<file path="config.mk">
export PLATFORM = sky130hd
export DESIGN_NAME = instr_fetch
export DESIGN_NICKNAME = d
export VERILOG_FILES = /design/src/rtl/instr_fetch.sv
export SDC_FILE = /design/constraint.sdc
export NUM_CORES = 1
export LEC_CHECK = 0
export CORE_ASPECT_RATIO = 0.9
export CORE_MARGIN = 2
export CORE_UTILIZATION = 54
export CTS_CLUSTER_DIAMETER = 60
export DETAILED_ROUTE_END_ITERATION = 10
export HOLD_SLACK_MARGIN = 0.02
export PLACE_DENSITY = 0.94
export SYNTH_ARGS = -nofsm -noshare
export SYNTH_HDL_FRONTEND = slang
export SYNTH_SLANG_ARGS = --single-unit
</file>
<file path="constraint.sdc">
create_clock -name clk -period 5.5 [get_ports clk]
set_clock_uncertainty 0.15 [all_clocks]
set_input_delay 1.1 -clock clk [delete_from_list [all_inputs] [get_ports clk]]
set_output_delay 1.1 -clock clk [all_outputs]
set_load 0.02 [all_outputs]
</file>
<file path="src/rtl/instr_fetch.sv">
`default_nettype none
// ============================================================================
//  Module      : instr_fetch
//  Description : Fetch stage of the multi-cycle core. Owns the PC, issues one
//                instruction-memory request at a time, captures the returned
//                word into an instruction register and holds it for decode
//                until it is accepted. Applies branch/jump redirects, drops
//                the response of a request made stale by a redirect, and
//                raises a sticky error on a memory timeout or on a misaligned
//                redirect target.
//  Revision    : 1.0 - initial release
// ----------------------------------------------------------------------------
//  Ports
//    clk               in   1   clock, rising edge
//    rst               in   1   synchronous reset, active low (0 = reset)
//    imem_req_o        out  1   one-cycle request strobe to instruction memory
//    imem_addr_o       out  32  request address, valid while imem_req_o = 1
//    imem_rdata_i      in   32  returned instruction word
//    imem_valid_i      in   1   imem_rdata_i valid this cycle
//    instr_out_o       out  32  instruction register, feeds decode
//    pc_out_o          out  32  PC of instr_out_o
//    instr_valid_o     out  1   instr_out_o holds a fetched, unconsumed word
//    decode_ready_i    in   1   decode accepts instr_out_o this cycle
//    redirect_i        in   1   branch taken / jump: load redirect_target_i
//    redirect_target_i in   32  new PC
//    fetch_err_o       out  1   sticky error: timeout or misaligned redirect
// ============================================================================
module instr_fetch #(
    parameter logic [31:0] RESET_PC = 32'h0000_0000,
    parameter int unsigned MAX_WAIT = 15
) (
    input  logic        clk,
    input  logic        rst,
    output logic        imem_req_o,
    output logic [31:0] imem_addr_o,
    input  logic [31:0] imem_rdata_i,
    input  logic        imem_valid_i,
    output logic [31:0] instr_out_o,
    output logic [31:0] pc_out_o,
    output logic        instr_valid_o,
    input  logic        decode_ready_i,
    input  logic        redirect_i,
    input  logic [31:0] redirect_target_i,
    output logic        fetch_err_o
);

    localparam logic [31:0] C_NOP      = 32'h0000_0013;
    localparam logic [7:0]  C_MAX_WAIT = 8'(MAX_WAIT);

    typedef enum logic [2:0] {
        S_REQ   = 3'd0,
        S_WAIT  = 3'd1,
        S_HOLD  = 3'd2,
        S_DRAIN = 3'd3,
        S_ERR   = 3'd4
    } state_e;

    state_e      state_q,     state_d;
    logic [31:0] pc_q,        pc_d;
    logic [31:0] addr_q,      addr_d;
    logic        req_q,       req_d;
    logic [31:0] instr_q,     instr_d;
    logic        ivalid_q,    ivalid_d;
    logic        err_q,       err_d;
    logic [7:0]  wait_cnt_q,  wait_cnt_d;

    logic        w_redir_ok;
    logic        w_redir_bad;
    logic [7:0]  w_wait_inc;
    logic        w_timeout;
    logic [31:0] w_pc_plus4;

    // A redirect is only legal to a word-aligned target; anything else is a
    // fatal fetch error and leaves the PC where it was.
    assign w_redir_ok  = redirect_i && (redirect_target_i[1:0] == 2'b00);
    assign w_redir_bad = redirect_i && (redirect_target_i[1:0] != 2'b00);
    assign w_wait_inc  = wait_cnt_q + 8'd1;
    assign w_timeout   = (w_wait_inc == C_MAX_WAIT);
    assign w_pc_plus4  = pc_q + 32'd4;

    // ------------------------------------------------------------------------
    // Next-state and output logic. Every output is a register, so a request
    // is launched by computing req_d/addr_d on the transition into S_REQ;
    // the strobe is then high for the whole S_REQ cycle.
    // ------------------------------------------------------------------------
    always_comb begin
        state_d    = state_q;
        pc_d       = pc_q;
        addr_d     = addr_q;
        req_d      = 1'b0;
        instr_d    = instr_q;
        ivalid_d   = ivalid_q;
        err_d      = err_q;
        wait_cnt_d = wait_cnt_q;

        case (state_q)
            S_REQ: begin
                if (w_redir_bad) begin
                    state_d  = S_ERR;
                    err_d    = 1'b1;
                    ivalid_d = 1'b0;
                end else if (w_redir_ok) begin
                    // Reissue at the new target; a response to a request
                    // strobed this cycle lands while still in S_REQ and is
                    // ignored there.
                    pc_d     = redirect_target_i;
                    addr_d   = redirect_target_i;
                    req_d    = 1'b1;
                    ivalid_d = 1'b0;
                end else if (req_q) begin
                    state_d    = S_WAIT;
                    wait_cnt_d = 8'd0;
                end else begin
                    // First cycle after reset: the strobe is still low, so
                    // launch the request from here.
                    req_d  = 1'b1;
                    addr_d = pc_q;
                end
            end

            S_WAIT: begin
                if (w_redir_bad) begin
                    state_d  = S_ERR;
                    err_d    = 1'b1;
                    ivalid_d = 1'b0;
                end else if (w_redir_ok) begin
                    pc_d     = redirect_target_i;
                    ivalid_d = 1'b0;
                    if (imem_valid_i) begin
                        // The outstanding response arrives together with the
                        // redirect: nothing is left to drain, drop the word
                        // and fetch the target straight away.
                        state_d = S_REQ;
                        addr_d  = redirect_target_i;
                        req_d   = 1'b1;
                    end else begin
                        state_d    = S_DRAIN;
                        wait_cnt_d = 8'd0;
                    end
                end else if (imem_valid_i) begin
                    state_d  = S_HOLD;
                    instr_d  = imem_rdata_i;
                    ivalid_d = 1'b1;
                end else begin
                    wait_cnt_d = w_wait_inc;
                    if (w_timeout) begin
                        state_d = S_ERR;
                        err_d   = 1'b1;
                    end
                end
            end

            S_HOLD: begin
                if (w_redir_bad) begin
                    state_d  = S_ERR;
                    err_d    = 1'b1;
                    ivalid_d = 1'b0;
                end else if (w_redir_ok) begin
                    // Redirect wins over a simultaneous decode_ready: the
                    // sequential pc+4 is not taken.
                    state_d  = S_REQ;
                    pc_d     = redirect_target_i;
                    addr_d   = redirect_target_i;
                    req_d    = 1'b1;
                    ivalid_d = 1'b0;
                end else if (decode_ready_i) begin
                    state_d  = S_REQ;
                    pc_d     = w_pc_plus4;
                    addr_d   = w_pc_plus4;
                    req_d    = 1'b1;
                    ivalid_d = 1'b0;
                end
            end

            S_DRAIN: begin
                // Swallow the response of the request made stale by the
                // redirect, then fetch from the already-updated PC.
                if (imem_valid_i) begin
                    state_d = S_REQ;
                    addr_d  = pc_q;
                    req_d   = 1'b1;
                end else begin
                    wait_cnt_d = w_wait_inc;
                    if (w_timeout) begin
                        state_d = S_ERR;
                        err_d   = 1'b1;
                    end
                end
            end

            S_ERR: begin
                ivalid_d = 1'b0;
                err_d    = 1'b1;
            end

            default: begin
                state_d  = S_ERR;
                ivalid_d = 1'b0;
                err_d    = 1'b1;
            end
        endcase
    end

    // ------------------------------------------------------------------------
    // State and output registers
    // ------------------------------------------------------------------------
    always_ff @(posedge clk) begin
        if (!rst) begin
            state_q    <= S_REQ;
            pc_q       <= RESET_PC;
            addr_q     <= RESET_PC;
            req_q      <= 1'b0;
            instr_q    <= C_NOP;
            ivalid_q   <= 1'b0;
            err_q      <= 1'b0;
            wait_cnt_q <= 8'd0;
        end else begin
            state_q    <= state_d;
            pc_q       <= pc_d;
            addr_q     <= addr_d;
            req_q      <= req_d;
            instr_q    <= instr_d;
            ivalid_q   <= ivalid_d;
            err_q      <= err_d;
            wait_cnt_q <= wait_cnt_d;
        end
    end

    assign imem_req_o    = req_q;
    assign imem_addr_o   = addr_q;
    assign instr_out_o   = instr_q;
    assign pc_out_o      = pc_q;
    assign instr_valid_o = ivalid_q;
    assign fetch_err_o   = err_q;

endmodule
`default_nettype wire

</file>
=== Yosys cells after proc, flatten, opt, wreduce, memory -nomap -nowiden ===
Index checks and enable logic that the tools add are counted.
W data, S select, Z words.

* Flip-flop bits (word level): 110
* Bits in latches: 0
* RAM bits: 0
* Memory bits (read-only): 0
* Input bits: 69
* Output and inout port bits: 99
* Memories kept: 0

* Add/subtract/negate cells: 2
* Multiply operators: 0
* Divide/modulo/power cells: 0
* $lt $le $gt $ge: 0
* Equality and inequality tests: 25
* Shifts and indexed selects: 0
* Muxes and demuxes: 60
* Bitwise operators: 4
* Reductions and logical operators: 17

{| class="wikitable"
|+ Operator list
! cell !! count
|-
| $mux W32 || 12
|-
| $pmux W32 S4 || 1
|-
| $pmux W32 S2 || 1
|-
| $mux W8 || 7
|-
| $mux W3 || 11
|-
| $add A32 B3 Y32 const B || 1
|-
| $pmux W8 S3 || 1
|-
| $mux W1 || 22
|-
| $ne A3 B3 Y1 const B || 7
|-
| $ne A2 B2 Y1 const B || 9
|-
| $pmux W3 S5 || 1
|-
| $reduce_and A4 Y1 || 3
|-
| $reduce_and A9 Y1 || 1
|-
| $add A8 B1 Y8 const B || 1
|-
| $eq A8 B4 Y1 const B || 1
|-
| $ne A4 B4 Y1 const B || 2
|-
| $pmux W1 S4 || 2
|-
| $eq A3 B2 Y1 const B || 2
|-
| $reduce_and A6 Y1 || 1
|-
| $reduce_and A5 Y1 || 1
|-
| $ne A2 B1 Y1 const B || 2
|-
| $not A1 Y1 || 4
|-
| $reduce_bool A2 Y1 || 2
|-
| $reduce_bool A4 Y1 || 1
|-
| other kinds (10) || 12
|}

=== Logic depth before layout (Yosys ltp) ===
* Word-level depth: 7
* Gate-level depth with buffers: 8
* Gate-level depth less buffers: 7

=== Least setup slack after synthesis ===
Ideal clock, no wire load.

* Path type: input to register
* Start: input port redirect_target_i[0]
* End: register pc_q[14] (netlist: pc_out_o[14])
* Setup time: 0.128 ns
* Arrival time: 2.366 ns
* Data required time: 5.222 ns
* Slack: 2.856 ns
* Stages on the path: 8
* Path through: or3b_1 buf_2 nand2_2 buf_2 nor2_1 a22o_1 a22oi_1 nor2_1

* Word-level cells in the longest chain between the ends: 5

{| class="wikitable"
|+ Ends and longest elaborated chain
! what !! line !! text
|-
| start, declared || 43 || <nowiki>input logic [31:0] redirect_target_i,</nowiki>
|-
| $logic_not A2 Y1 || 75 || <nowiki>assign w_redir_ok = redirect_i && (redirect_target_i[1:0] == 2'b00);</nowiki>
|-
| $logic_and A1 B1 Y1 || 75 ||
|-
| $mux W32 || 158 || <nowiki>end else if (w_redir_ok) begin</nowiki>
|-
| $mux W32 || 154 || <nowiki>if (w_redir_bad) begin</nowiki>
|-
| $pmux W32 S2 || 96 || <nowiki>case (state_q)</nowiki>
|-
| end signal, assigned || 219 || <nowiki>pc_q <= pc_d;</nowiki>
|-
| end, declared || 59 || <nowiki>logic [31:0] pc_q, pc_d;</nowiki>
|}

Several ways; a longest one is shown, not always the timed one. The select of a mux whose other input is x is not followed.
A chain may end at the register's enable or synchronous reset.

=== Final worst setup path ===
* Start: input port redirect_i
* End: register addr_q[28] (netlist: imem_addr_o[28])

* Word-level cells in the longest chain between the ends: 4

{| class="wikitable"
|+ Ends and longest elaborated chain
! what !! line !! text
|-
| start, declared || 42 || <nowiki>input logic redirect_i,</nowiki>
|-
| $logic_and A1 B1 Y1 || 75 ||
|-
| $mux W32, on equally long branches || 158, 102 ||
|-
| $mux W32, on equally long branches || 154, 98 ||
|-
| $pmux W32 S4 || 96 ||
|-
| end signal, assigned || 220 || <nowiki>addr_q <= addr_d;</nowiki>
|-
| end, declared || 60 || <nowiki>logic [31:0] addr_q, addr_d;</nowiki>
|}

Several ways; a longest one is shown, not always the timed one. The select of a mux whose other input is x is not followed.

==> results.toml <==
[sta]
grt_setup_unrepaired = "no"
hold_viol = 0
timing_max_transition_violations_final = 0
final_layout_worst_hold_slack_ns = 0.303
max_freq_mhz = 254
totalNegativeSetupSlack_ns = 0
portion_of_the_clock_cycle_consumed_by_the_worst_path_in_the_final_layout = 0.715
slew_at_the_pin_closest_to_its_max_slew_limit_ns = 1.15
fin_crit_ns = 3.93
setup_viol = 0
slew-limit-headroom = 0.230

[synth]
post_synth_inst_count = 917
postSynth.topFlopCell = "sky130_fd_sc_hd__dfxtp_1"
number_of_flops_mapped_to_enable_cells_by_yosys = 0
ys_seq_elements = 110
ys_types = 73
xor_xnor_share_of_the_synthesized_area = 0.0401
netlist_area_mm2 = 0.00676
yosysWarningCount = 0
async_set_or_reset_register_ratio_after_synthesis = 0
seq_area_frac_synth = 0.326
yosys.area_share.adder = 0.00555
synth-simple-area-share = 0.261
synth_top_family_by_area = "compound AO/OA/AOI/OAI gates"
synth_compound_gate_area_share = 0.276
post_synth_mux_area_share = 0.0196
post_synth.cell_area_avg_um2 = 7.38
syn-num-nets = 989

[worst_setup_path]
worst_path_cell_chain = "clkdlybuf4s50_1, or3b_1, nand2_2, nor3_1, o311ai_1, a21oi_1"
critPathMaxStageDelay_ns = 0.91
timing.critical_path.slowest_stage_cell = "sky130_fd_sc_hd__nand2_2"
crit_path_end_kind = "flip-flop"
worstPathArrival_ns = 4.01
crit_path_leading_delay_family = "simple AND/OR/NAND/NOR gates"
timing.critical_path.fanout_max = 62
critical_path_buf_inv_count = 1
cp.required_ns = 5.57
start_kind = "input pin"
critPathKind = "input pin to flip-flop"

[clock_tree]
post-cts-setup-buffers = 0
post_cts_hold_buffer_count = 0
cts_tree = "built"
max-clock-path-buffers = 2
cts.clk_slew.worst_paths_ns = 0.07
cts.sink_count = 110
root_buffer = "sky130_fd_sc_hd__clkbuf_16"
clock_insertion_delay_worst_skew_ns = 0.35
cts_resized = 0
tritoncts.num_buffers = 9
cts-htree-levels = 3

[detailed_routing]
post_drt_via_cell_ratio = 6.45
detail_route.iter0.violations = 919
route.detailed.drc = 0
ant_nets = 0
average_wire_per_cell_in_the_routed_design_um = 18.5
dr.pass1.iters = 6
postRouteWirelength_mm = 21.9
detailroute.via_count = 7618

[cells_and_area]
layout-drive-gt1-share = 0.0607
layout_overhead_on_the_synthesized_area_pct = 27.0
antennaDiodeCount = 0
fillerInstances = 936
layout.nets = 1089

[global_routing]
antenna_found_initial = 0
largest_net_degree_at_the_start_of_global_routing = 63
gr-total-overflow = 0
global_route_total_usage_across_every_layer = 0.321
grt_pass1_wl_mm = 34.8
grt_pass1_vias = 6914

[placed_design]
place.detailed.hpwl_mm = 14.2
gp_congestion = 0.904
port_buffers = 167

[pwr]
static_leakage_nw = 2.84
power.density_cell_area_mw_per_mm2 = 246
power.ir.vdd_worst_uv = 154

[die]
pin_count = 168
floorplan.initialDensity = 0.558
floorplan.die.height_um = 110
core-area_mm2 = 0.0121
die-area_mm2 = 0.0134
chipWidth_um = 122
fp-row-count = 38

[flow_run]
cap_viol_max_count = 0

[status]
status = "completed"

[min_path]
timing.hold.worst.class = "flip-flop to flip-flop"
## cell usage in the layout (no fill, tap or decap), types with 4 or more instances in the layout
cell type	Yosys	layout
sky130_fd_sc_hd__o21ai_1	4	4
sky130_fd_sc_hd__xor2_1	12	12
sky130_fd_sc_hd__o31ai_1	7	7
sky130_fd_sc_hd__clkbuf_16	0	9
sky130_fd_sc_hd__a21oi_1	100	99
sky130_fd_sc_hd__o21ai_0	62	62
sky130_fd_sc_hd__nor2_1	85	85
sky130_fd_sc_hd__and2_1	6	6
sky130_fd_sc_hd__or3_1	4	4
sky130_fd_sc_hd__nand4_1	16	16
sky130_fd_sc_hd__a311oi_1	4	4
sky130_fd_sc_hd__nand3_1	34	34
sky130_fd_sc_hd__clkdlybuf4s50_1	0	166
sky130_fd_sc_hd__o221a_2	4	4
sky130_fd_sc_hd__a221oi_1	9	9
sky130_fd_sc_hd__a32o_1	5	5
sky130_fd_sc_hd__inv_1	12	12
sky130_fd_sc_hd__a22o_1	6	6
sky130_fd_sc_hd__nand2b_1	5	5
sky130_fd_sc_hd__nor3_1	25	25
sky130_fd_sc_hd__nand2_1	148	148
sky130_fd_sc_hd__and4_1	8	8
sky130_fd_sc_hd__o2111ai_1	5	5
sky130_fd_sc_hd__buf_4	5	12
sky130_fd_sc_hd__a221o_1	8	8
sky130_fd_sc_hd__o211ai_1	7	7
sky130_fd_sc_hd__a22oi_1	15	15
sky130_fd_sc_hd__o22ai_1	5	5
sky130_fd_sc_hd__a211oi_1	9	9
sky130_fd_sc_hd__nor4_1	8	7
sky130_fd_sc_hd__o221ai_1	9	8
sky130_fd_sc_hd__a31oi_1	13	13
sky130_fd_sc_hd__mux2i_1	11	11
sky130_fd_sc_hd__dfxtp_1	110	108
sky130_fd_sc_hd__xnor2_1	19	19
## metrics by stage
stage | cell area, um2 | total power (W) | setup slack [ns] | instances | util
floorplan | 6760 | 0.00124 | 2.86 | 917 | -
global placement | 8310 | 0.00146 | 1.45 | 1166 | 0.685
detailed placement | 8310 | 0.00147 | 1.31 | 1166 | 0.685
CTS | 8590 | 0.00210 | 1.67 | 1182 | 0.709
global route | 8590 | 0.00219 | 1.44 | 1182 | 0.709
finish | 8590 | 0.00211 | 1.57 | 1182 | 0.709
## power breakdown
part	switching (W)	total (W)	internal [W]
Combinational	0.000320	0.000560	0.000241
Sequential	0.0000590	0.000910	0.000851
Clock	0.000306	0.000639	0.000333
## synthesized netlist by cell type, drive strengths merged, types with 4 or more instances
master / number / share of area
or3: 4 / 0.0037
o22ai: 5 / 0.0046
mux2i: 11 / 0.016
a221oi: 9 / 0.012
clkbuf: 39 / 0.023
nor2: 86 / 0.049
dfxtp: 110 / 0.33
a221o: 8 / 0.012
xor2: 12 / 0.016
a211oi: 9 / 0.010
and4: 10 / 0.014
nand2: 149 / 0.083
a32o: 5 / 0.0074
nand4: 18 / 0.020
nor3b: 4 / 0.0059
o221ai: 9 / 0.012
o21ai: 68 / 0.051
and2: 7 / 0.0065
xnor2: 19 / 0.025
nand3: 34 / 0.025
nor4: 12 / 0.017
buf: 50 / 0.041
o2111ai: 5 / 0.0065
o211ai: 7 / 0.0078
a22oi: 15 / 0.017
o31ai: 7 / 0.0078
nor3: 28 / 0.023
a22o: 6 / 0.0078
nand2b: 5 / 0.0046
o221a: 4 / 0.0067
a31oi: 13 / 0.012
a21oi: 101 / 0.075
inv: 12 / 0.0067
a311oi: 4 / 0.0052
## flip-flops by register name, indices dropped and copies added (netlist names)
| signal | count |
|---|---|
| instr_out_o | 32 |
| pc_out_o | 32 |
| imem_addr_o | 32 |
| wait_cnt_q | 8 |
| instr_valid_o | 1 |
| fetch_err_o | 1 |
| imem_req_o | 1 |
| state_q | 3 |
## cells by family after synthesis
| logic type | after synthesis |
|---|---|
| and+or+nand+nor | 365 |
| DFF | 110 |
| buffers and inverters | 103 |
| adders and majority gates | 3 |
| xor gates and xnor gates | 31 |
| AOI/OAI and AO/OA | 292 |
| muxes | 13 |
## cell type report
cell class	instances	area, um2	area share
Tap cell	160	200	0.0233
Sequential cell	110	2200	0.257
Timing Repair Buffer	179	1760	0.204
Clock inverter	5	32.5	0.00379
Clock buffer	11	253	0.0294
Inverter	13	48.8	0.00568
Multi-Input combinational cell	704	4100	0.477
## final timing paths
check / slack [ns] / from / endpoint / cells after the start
hold / removal: 0.30 / instr_out_o[10]$_SDFFE_PN0P_ / instr_out_o[10]$_SDFFE_PN0P_ / 2
setup / recovery: 1.57 / redirect_i / imem_addr_o[28]$_SDFFE_PN0P_ / 6
hold reg to reg: 0.30 / instr_out_o[10]$_SDFFE_PN0P_ / instr_out_o[10]$_SDFFE_PN0P_ / 2
setup reg to reg: 2.28 / state_q[0]$_SDFFE_PN0P_ / instr_out_o[4]$_SDFFE_PN1P_ / 5
## metal layers
metal	vias up	share of wire	track usage
met5	-	0	0
met4	0	0.029	0.135
met3	67	0.10	0.0638
met2	529	0.47	0.509
met1	3490	0.40	0.428
li1	3532	-	-
## worst register-to-register path: stages, from the launching register on
cell,delay (ns)
sky130_fd_sc_hd__dfxtp_2,0.32
sky130_fd_sc_hd__buf_4,0.52
sky130_fd_sc_hd__nand2b_1,0.64
sky130_fd_sc_hd__or4_1,1.11
sky130_fd_sc_hd__nand2_1,0.23
sky130_fd_sc_hd__nand3_1,0.09
(Power assumes the default switching activity.)
